`src/rtl/seg_pkg.sv`:
```
// Shared 7-segment pattern table, segment bit map and capture FSM states.
// Used by the hex encoder and the seg_capture readback decoder.
package seg_pkg;

  // Active-low a..g in bits 7..1, dp (bit 0) off.
  localparam logic [7:0] SEG_HEX [0:15] = '{
    8'h03, 8'h9F, 8'h25, 8'h0D,
    8'h99, 8'h49, 8'h41, 8'h1F,
    8'h01, 8'h09, 8'h11, 8'hC1,
    8'h63, 8'h85, 8'h61, 8'h71
  };

  localparam logic [7:0] SEG_BLANK = 8'hFF;

  localparam int SEG_A  = 7;
  localparam int SEG_B  = 6;
  localparam int SEG_C  = 5;
  localparam int SEG_D  = 4;
  localparam int SEG_E  = 3;
  localparam int SEG_F  = 2;
  localparam int SEG_G  = 1;
  localparam int SEG_DP = 0;

  typedef enum logic [1:0] {
    IDLE,
    TRACK,
    HOLD
  } cap_state_t;

endpackage

```
`src/rtl/seg_pat_decode.sv`:
```
// 7-bit active-low segment pattern (a..g) to {legal, blank, hex}.
// Ports: i_pat pattern in; o_legal table hit; o_blank all off; o_hex value.
module seg_pat_decode
  import seg_pkg::*;
(
  input  logic [6:0] i_pat,
  output logic       o_legal,
  output logic       o_blank,
  output logic [3:0] o_hex
);

  always_comb begin
    o_legal = 1'b0;
    o_hex   = 4'h0;
    for (int i = 0; i < 16; i++) begin
      if (i_pat == SEG_HEX[i][SEG_A:SEG_G]) begin
        o_legal = 1'b1;
        o_hex   = 4'(i);
      end
    end
  end

  assign o_blank = (i_pat == SEG_BLANK[SEG_A:SEG_G]);

endmodule

```
`src/rtl/seg_capture.sv`:
```
// Readback decoder for the multiplexed 7-segment bus: debounces scan
// samples, decodes settled patterns per digit, pulses upd on each commit.
// Ports: clk, rst_n; seg_in/an_in active-low bus; digits/dp/valid/err
// per-digit state; upd/upd_idx commit pulse; an_err multi-anode pulse.
module seg_capture
  import seg_pkg::*;
#(
  parameter int NDIG       = 8,
  parameter int STABLE_CYC = 4
) (
  input  logic              clk,
  input  logic              rst_n,
  input  logic [7:0]        seg_in,
  input  logic [NDIG-1:0]   an_in,
  output logic [4*NDIG-1:0] digits,
  output logic [NDIG-1:0]   dp,
  output logic [NDIG-1:0]   valid,
  output logic [NDIG-1:0]   err,
  output logic              upd,
  output logic [3:0]        upd_idx,
  output logic              an_err
);

  localparam int CW = $clog2(STABLE_CYC + 1);
  localparam logic [CW-1:0] CMAX = CW'(STABLE_CYC);

  logic [7:0]        r_seg_q, r_seg_p;
  logic [NDIG-1:0]   r_an_q, r_an_p;
  cap_state_t        r_state, w_state_n;
  logic [CW-1:0]     r_cnt, w_cnt_n;
  logic [4*NDIG-1:0] r_digits;
  logic [NDIG-1:0]   r_dp, r_valid, r_err;
  logic              r_upd, r_an_err;
  logic [3:0]        r_upd_idx;

  logic [NDIG-1:0]   w_inv, w_lo;
  logic              w_ok, w_multi, w_same;
  logic              w_commit;
  logic [3:0]        w_idx;
  logic              w_legal, w_blank;
  logic [3:0]        w_hex;

  // Clearing the lowest set bit of the inverted anodes leaves
  // something only when two or more anodes are active.
  assign w_inv   = ~r_an_q;
  assign w_lo    = w_inv & (w_inv - NDIG'(1));
  assign w_ok    = (w_inv != '0) && (w_lo == '0);
  assign w_multi = (w_lo != '0);
  assign w_same  = (r_seg_q == r_seg_p) && (r_an_q == r_an_p);

  // The counted sample sits in the _p registers during the commit
  // cycle, so a change arriving now cannot corrupt the commit.
  assign w_commit = (r_state == TRACK) && (r_cnt == CMAX);

  always_comb begin
    w_idx = 4'h0;
    for (int i = 0; i < NDIG; i++) begin
      if (!r_an_p[i]) w_idx = 4'(i);
    end
  end

  seg_pat_decode u_dec (
    .i_pat   (r_seg_p[SEG_A:SEG_G]),
    .o_legal (w_legal),
    .o_blank (w_blank),
    .o_hex   (w_hex)
  );

  always_comb begin
    w_state_n = r_state;
    w_cnt_n   = r_cnt;
    unique case (r_state)
      IDLE: begin
        if (w_ok) begin
          w_state_n = TRACK;
          w_cnt_n   = CW'(1);
        end
      end
      TRACK: begin
        if (!w_ok) begin
          w_state_n = IDLE;
          w_cnt_n   = '0;
        end else if (!w_same) begin
          w_cnt_n   = CW'(1);
        end else if (w_commit) begin
          w_state_n = HOLD;
        end else begin
          w_cnt_n   = (r_cnt == CMAX) ? r_cnt : r_cnt + 1'b1;
        end
      end
      HOLD: begin
        if (!w_ok) begin
          w_state_n = IDLE;
          w_cnt_n   = '0;
        end else if (!w_same) begin
          w_state_n = TRACK;
          w_cnt_n   = CW'(1);
        end
      end
      default: begin
        w_state_n = IDLE;
        w_cnt_n   = '0;
      end
    endcase
  end

  always_ff @(posedge clk or negedge rst_n) begin
    if (!rst_n) begin
      r_seg_q <= SEG_BLANK;
      r_seg_p <= SEG_BLANK;
      r_an_q  <= '1;
      r_an_p  <= '1;
      r_state <= IDLE;
      r_cnt   <= '0;
    end else begin
      r_seg_q <= seg_in;
      r_seg_p <= r_seg_q;
      r_an_q  <= an_in;
      r_an_p  <= r_an_q;
      r_state <= w_state_n;
      r_cnt   <= w_cnt_n;
    end
  end

  always_ff @(posedge clk or negedge rst_n) begin
    if (!rst_n) begin
      r_digits  <= '0;
      r_dp      <= '0;
      r_valid   <= '0;
      r_err     <= '0;
      r_upd     <= 1'b0;
      r_upd_idx <= 4'h0;
      r_an_err  <= 1'b0;
    end else begin
      r_upd     <= w_commit;
      r_upd_idx <= w_commit ? w_idx : 4'h0;
      r_an_err  <= w_multi;
      for (int i = 0; i < NDIG; i++) begin
        if (w_commit && !r_an_p[i]) begin
          r_dp[i] <= ~r_seg_p[SEG_DP];
          if (w_legal) begin
            r_digits[4*i +: 4] <= w_hex;
            r_valid[i]         <= 1'b1;
            r_err[i]           <= 1'b0;
          end else if (w_blank) begin
            r_digits[4*i +: 4] <= 4'h0;
            r_valid[i]         <= 1'b0;
            r_err[i]           <= 1'b0;
          end else begin
            r_valid[i]         <= 1'b0;
            r_err[i]           <= 1'b1;
          end
        end
      end
    end
  end

  assign digits  = r_digits;
  assign dp      = r_dp;
  assign valid   = r_valid;
  assign err     = r_err;
  assign upd     = r_upd;
  assign upd_idx = r_upd_idx;
  assign an_err  = r_an_err;

endmodule

```
`config.mk`:
```
export PLATFORM = sky130hd
export DESIGN_NAME = seg_capture
export DESIGN_NICKNAME = d
export VERILOG_FILES = /design/src/rtl/seg_pkg.sv /design/src/rtl/seg_pat_decode.sv /design/src/rtl/seg_capture.sv
export SDC_FILE = /design/constraint.sdc
export NUM_CORES = 1
export LEC_CHECK = 0
export CAP_MARGIN = 30
export CORE_ASPECT_RATIO = 0.75
export CORE_UTILIZATION = 25
export DETAILED_ROUTE_END_ITERATION = 6
export PLACE_DENSITY = 0.45
export SLEW_MARGIN = 20
export SYNTH_ARGS = -nofsm -noshare
export SYNTH_HDL_FRONTEND = slang
export SYNTH_SLANG_ARGS = --single-unit
```
`constraint.sdc`:
```
create_clock -name clk -period 2.2 [get_ports clk]
set_clock_uncertainty 0.2 [all_clocks]
set_input_delay 0.66 -clock clk [delete_from_list [all_inputs] [get_ports clk]]
set_output_delay 0.66 -clock clk [all_outputs]
set_load 0.05 [all_outputs]
```
# Yosys cells after proc, flatten, opt, wreduce, memory -nomap -nowiden
# Cells that the tools add are included.
# word_totals
input_bits	18
register_bits	99
out_inout_bits	62
elab_cells	167
# op_classes
n_bitwise	3
eq_ne	27
mux	59
addsub	2
n_reduce_logical	35
# op_table
op	count
$mux 4	15
$eq 7x6->1 const B	5
$eq 7x7->1 const B	5
$mux 3	11
$mux 1	21
$mux 2	10
$eq 8x8->1	2
$reduce_and 2->1	8
$reduce_bool 8->1	2
$eq 7x3->1 const B	2
$eq 7x4->1 const B	2
$logic_and 1x1->1	11
$ne 3x3->1 const B	3
$pmux 3 s3	1
$and 8x8->8	1
$logic_not 1->1	8
$logic_not 8->1	1
$ne 4x4->1 const B	2
$not 8->8	1
$reduce_and 4->1	2
$sub 8x1->8 const B	1
$eq 7x1->1 const B	1
$eq 7x5->1 const B	1
$logic_not 7->1	1
9 further kinds	9

# Longest topological paths before layout
# depth
depth_word	19
mapped_depth	9
depth_no_buf	8

# By module
# A second synthesis with hierarchy kept.
# unflattened
cells_unflattened	358
area_unflattened_um2	4204.0
# modules_own_cells
mod	n_inst	area_each_um2	seq_area_each_um2	cells_per_inst
seg_capture	1	3863.7	2492.4	306
seg_pat_decode	1	340.3	0.0	52

# Worst setup path after synthesis
# Ideal clock, no wire load.
# synth_path
kind	reg-to-reg
from	register r_seg_p[6]
to	register r_digits[13] (netlist: digits[13])
required_ps	1856
t_arrival_ps	1919
setup_slack_ps	-63
path_buffers	2
path_stages_with_launch	9
setup_ps	144
period_less_slack_ps	2263
path_cell_list	dfstp_2 buf_6 nor4bb_1 a31oi_1 or3_1 and3_1 buf_2 a21oi_4 a22oi_1
# synth_via
elab_chain_cells	19
elab_cells_between_ends	50
cone_classes	eq/ne (16); mux (31); reduce/logical (3)
# synth_rtl
element	line	text
start, declared	seg_capture.sv:27	logic [7:0] r_seg_q, r_seg_p;
start signal, assigned	seg_capture.sv:117	r_seg_p <= r_seg_q;
$eq 7x1->1	seg_pat_decode.sv:16	if (i_pat == SEG_HEX[i][SEG_A:SEG_G]) begin
$mux 1 (16 in a row)	seg_pat_decode.sv:16	
$reduce_bool 2->1 (no source line)	-	
$reduce_and 2->1 (no source line)	-	
end signal, assigned by index	seg_capture.sv:142	r_digits[4*i +: 4] <= w_hex;
end, declared	seg_capture.sv:31	logic [4*NDIG-1:0] r_digits;
# Parallel ways exist; a longest one is shown, timed or not.
# A chain may end at the register's enable or synchronous reset.

# Worst setup path in the final report
# layout_path
from	register r_seg_p[7]
to	register r_digits[29] (netlist: digits[29])
# Same word-level chain as after synthesis.

==> results by group <==
Setup path
  – Setup CP Type: reg -> reg
  – Crit path DAT: 2.34 ns
  – Worst path cell trace: nand3b_1 > a211o_1 > a221oi_4 > buf_6 > nor2b_4 > a21oi_4 > buf_12 > a22oi_1
  – Critical path's slowest cell: dfstp_2
  – Slowest stage delay, CP: 0.62 ns
  – Worst EP required: 2.22 ns
  – CP max FO: 8
  – Startpoint Class: flip-flop
  – Crit path capture type: flip-flop

Pwr
  – Pwr Total: 3.96 mW
  – Cell Pwr Density: 624 nW/um2
  – Clock share of power: 0.416
  – Switching pwr: 1.00 mW
  – Total internal power: 2.96 mW
  – Peak supply drop: 0.363 mV
  – Switching share of total power: 0.252
  – Comb pwr share: 0.102
  – Flop pwr share: 0.481
  – Static Leakage: 2.85 nW

Place
  – Placer Congestion: 0.786
  – IO buf count: 78
  – HPWL after detailed placement: 8740 um

Min path
  – Min-delay worst type: in -> async

Clock tree
  – Longest Clk Path Bufs: 2
  – CTS Hold Bufs: 0
  – # clock sinks: 98
  – CTS root buffer: clkbuf_16
  – Clock latency on the worst-skew pair: 0.35 ns
  – Clock slew at the register clock pins of the worst setup and hold paths: 0.07 ns
  – CTS Buf Count: 9
  – TritonCTS clock tree: done
  – CTS H-tree depth: 3

STA
  – Fmax: 0.431 GHz
  – Final Hold Viols: 0
  – Fin. max-slew vios: 0
  – Setup ws final: -0.119 ns
  – Minimum clock period: 2.32 ns
  – Unrepaired setup endpoints after global routing: yes
  – Final Setup Violations: 49
  – Final Cycle Share: 1.05

Synth
  – Flops & latches, synth: 98
  – Synthesized net count: 412
  – Post-synth top area share: 0.391
  – Post-Synthesis Cells: 392
  – Asr flop ratio synth: 1.00
  – Ys Warns: 0
  – Mapped Avg Cell Area: 10.8 um2
  – Area of the mapped netlist: 4220 um2
  – Unique masters post-synth: 48
  – Area leader, netlist: dfrtp_1
  – Seq/Total Area, Yosys: 0.590
  – Synth top area cells: dfrtp_1, dfstp_2, o21ai_0
  – EDFF count, synth: 0
  – Top FF cell, synth: dfrtp_1

Finish
  – Antenna Cells: 0
  – Layout area overhead: 50.3%
  – Fin nets: 557
  – Final core utilization: 0.390
  – Layout cells sized above 1: 0.459

Routing
  – Vias: 3430
  – DR DRC count: 22
  – First-iteration detailed-routing DRC count: 178
  – Final antenna-violating net count: 0
  – DR pass1 iterations: 6
  – WL final: 12300 um
  – DR WL/cell: 16.4 um
  – Via density: 4.56

Run status
  – Status: complete, but fails checks
  – Failing checks: DRC, setup timing

Floorplan
  – Top-level I/O count: 80
  – Chip Width: 152 um
  – CORE AREA: 16300 um2
  – Die area: 17400 um2
  – # rows: 40
  – Die H: 115 um
  – Initial core utilization: 0.260

Global routing
  – GRT Overall Usage: 0.150
  – Antenna violations before repair: 0
  – Global-route wire length before repair: 19900 um
  – Largest net degree at the start of global routing: 36
  – Grt total ovfl: 0
  – Vias in the first global route: 3553

Flow run
  – Number of max-cap violations: 0
[worst max-delay path: cells and delay by family, from the launching register on]
kind | cells | cell delay (ns)
compound gates | 4 | 0.89
buf+inv | 2 | 0.29
flops | 1 | 0.62
simple gates | 2 | 0.16
[timing repair]
| item | 4_1_cts | 5_1_grt |
|---|---|---|
| pin swaps | 22 | 31 |
| gates resized for setup | 60 | 56 |
| buffers inserted | 13 | 6 |
| gates cloned | 0 | 0 |
| setup endpoints to repair | 51 | 53 |
[registers in the layout, summed over array words and instances, names as in the netlist]
name	cells
digits	32
an_err	1
r_seg_q	8
r_an_p	8
valid	8
dp	8
upd	1
r_seg_p	8
r_an_q	8
r_cnt	3
upd_idx	3
err	8
r_state	2
[path summary, 6_finish.rpt]
path	startpoint	end	slack, ns	depth (start not counted)
worst max-delay path	r_seg_p[7]	digits[29]	-0.12	8
worst min-delay path	rst_n	valid[3]	0.04	1
worst max register to register	r_seg_p[7]	digits[29]	-0.12	8
worst min register to register	r_seg_q[1]	r_seg_p[1]	0.17	0
max in group asynchronous	rst_n	r_seg_q[6]	1.16	2
min in group clk	r_seg_q[1]	r_seg_p[1]	0.17	0
[cell usage in the layout (no fill, tap or decap), drive strengths merged, types with 2 or more instances in the layout]
cell           Yosys  final
a211o              3      3
a21oi             11     11
a22o               8      8
a22oi              8      8
a31oi              4      4
a41oi              2      2
and2               2      2
and3               2      2
buf               12    140
clkbuf            10      9
clkdlybuf4s50      0     16
clkinvlp           0      2
dfrtp             66     66
dfstp             32     32
ha                 2      2
inv               19     22
nand2             38     38
nand2b            12     12
nand3              9      9
nand3b             2      2
nand4              4      4
nor2              22     22
nor2b              4      4
nor3               3      3
nor4               6      6
nor4bb             2      2
o211ai             2      2
o21ai             60     60
o22ai              2      2
o2bb2ai            8      8
o311ai             2      2
or2                3      3
or2b               2      2
xor2              19     19
[layer usage]
metal  vias up  wire [um]  global-route usage
met3        13        609              0.0386
met2        86       5520               0.233
met4         0        168              0.0374
met1      1666       6020               0.208
li1       1665          -                   -
met5         -          0                   0
[synth_stat cells, types with 6 or more instances]
cell,instances
a21oi_1,10
a22o_1,8
a22oi_1,8
clkbuf_1,10
dfrtp_1,66
dfstp_2,32
inv_1,19
nand2_1,38
nand2b_1,12
nand3_1,9
nor2_1,22
nor4_1,6
o21ai_0,57
o2bb2ai_1,8
xor2_1,19
[final cells by class]
class / count / area [um2]
Fill cell: 1560 / 9920
Sequential cell: 98 / 2490
Multi-Input combinational cell: 253 / 1870
Timing Repair Buffer: 156 / 1350
Tap cell: 210 / 263
Clock buffer: 9 / 225
Clock inverter: 7 / 85.1
Inverter: 19 / 71.3
[per-stage QoR]
step	TNS, ns	instance area, um2	setup WS, ns	hold slack (ns)	cells
3_3_place_gp	-5.56	5530	-0.196	0.162	722
3_5_place_dp	-6.84	5530	-0.272	0.164	722
2_1_floorplan	-0.150	4250	-0.0204	0.160	392
5_1_grt	-8.27	6350	-0.226	0.0630	752
4_1_cts	-3.27	6110	-0.135	0.0517	748
6_report	-3.10	6350	-0.119	0.0416	752
[power by group through the flow]
stage / Clock [mW] / Combinational (mW) / Sequential (mW)
after floorplan: 0 / 0.143 / 1.93
after global placement: 0 / 0.323 / 1.94
after detailed placement: 0 / 0.324 / 1.94
after CTS: 1.69 / 0.372 / 1.91
after global routing: 1.77 / 0.441 / 1.91
final: 1.65 / 0.404 / 1.91
[cells by family after synthesis]
family	after synthesis	share of synthesized area
other	1	0.000888
AND/OR/NAND/NOR	114	0.134
buffers and inverters	41	0.0459
flip-flops	98	0.590
adder cells (fa/ha/maj)	2	0.00592
XOR/XNOR	19	0.0394
AO/OA/AOI/OAI	115	0.178
multiplexers	2	0.00504
Note: power is estimated with default switching activity, not from simulation.
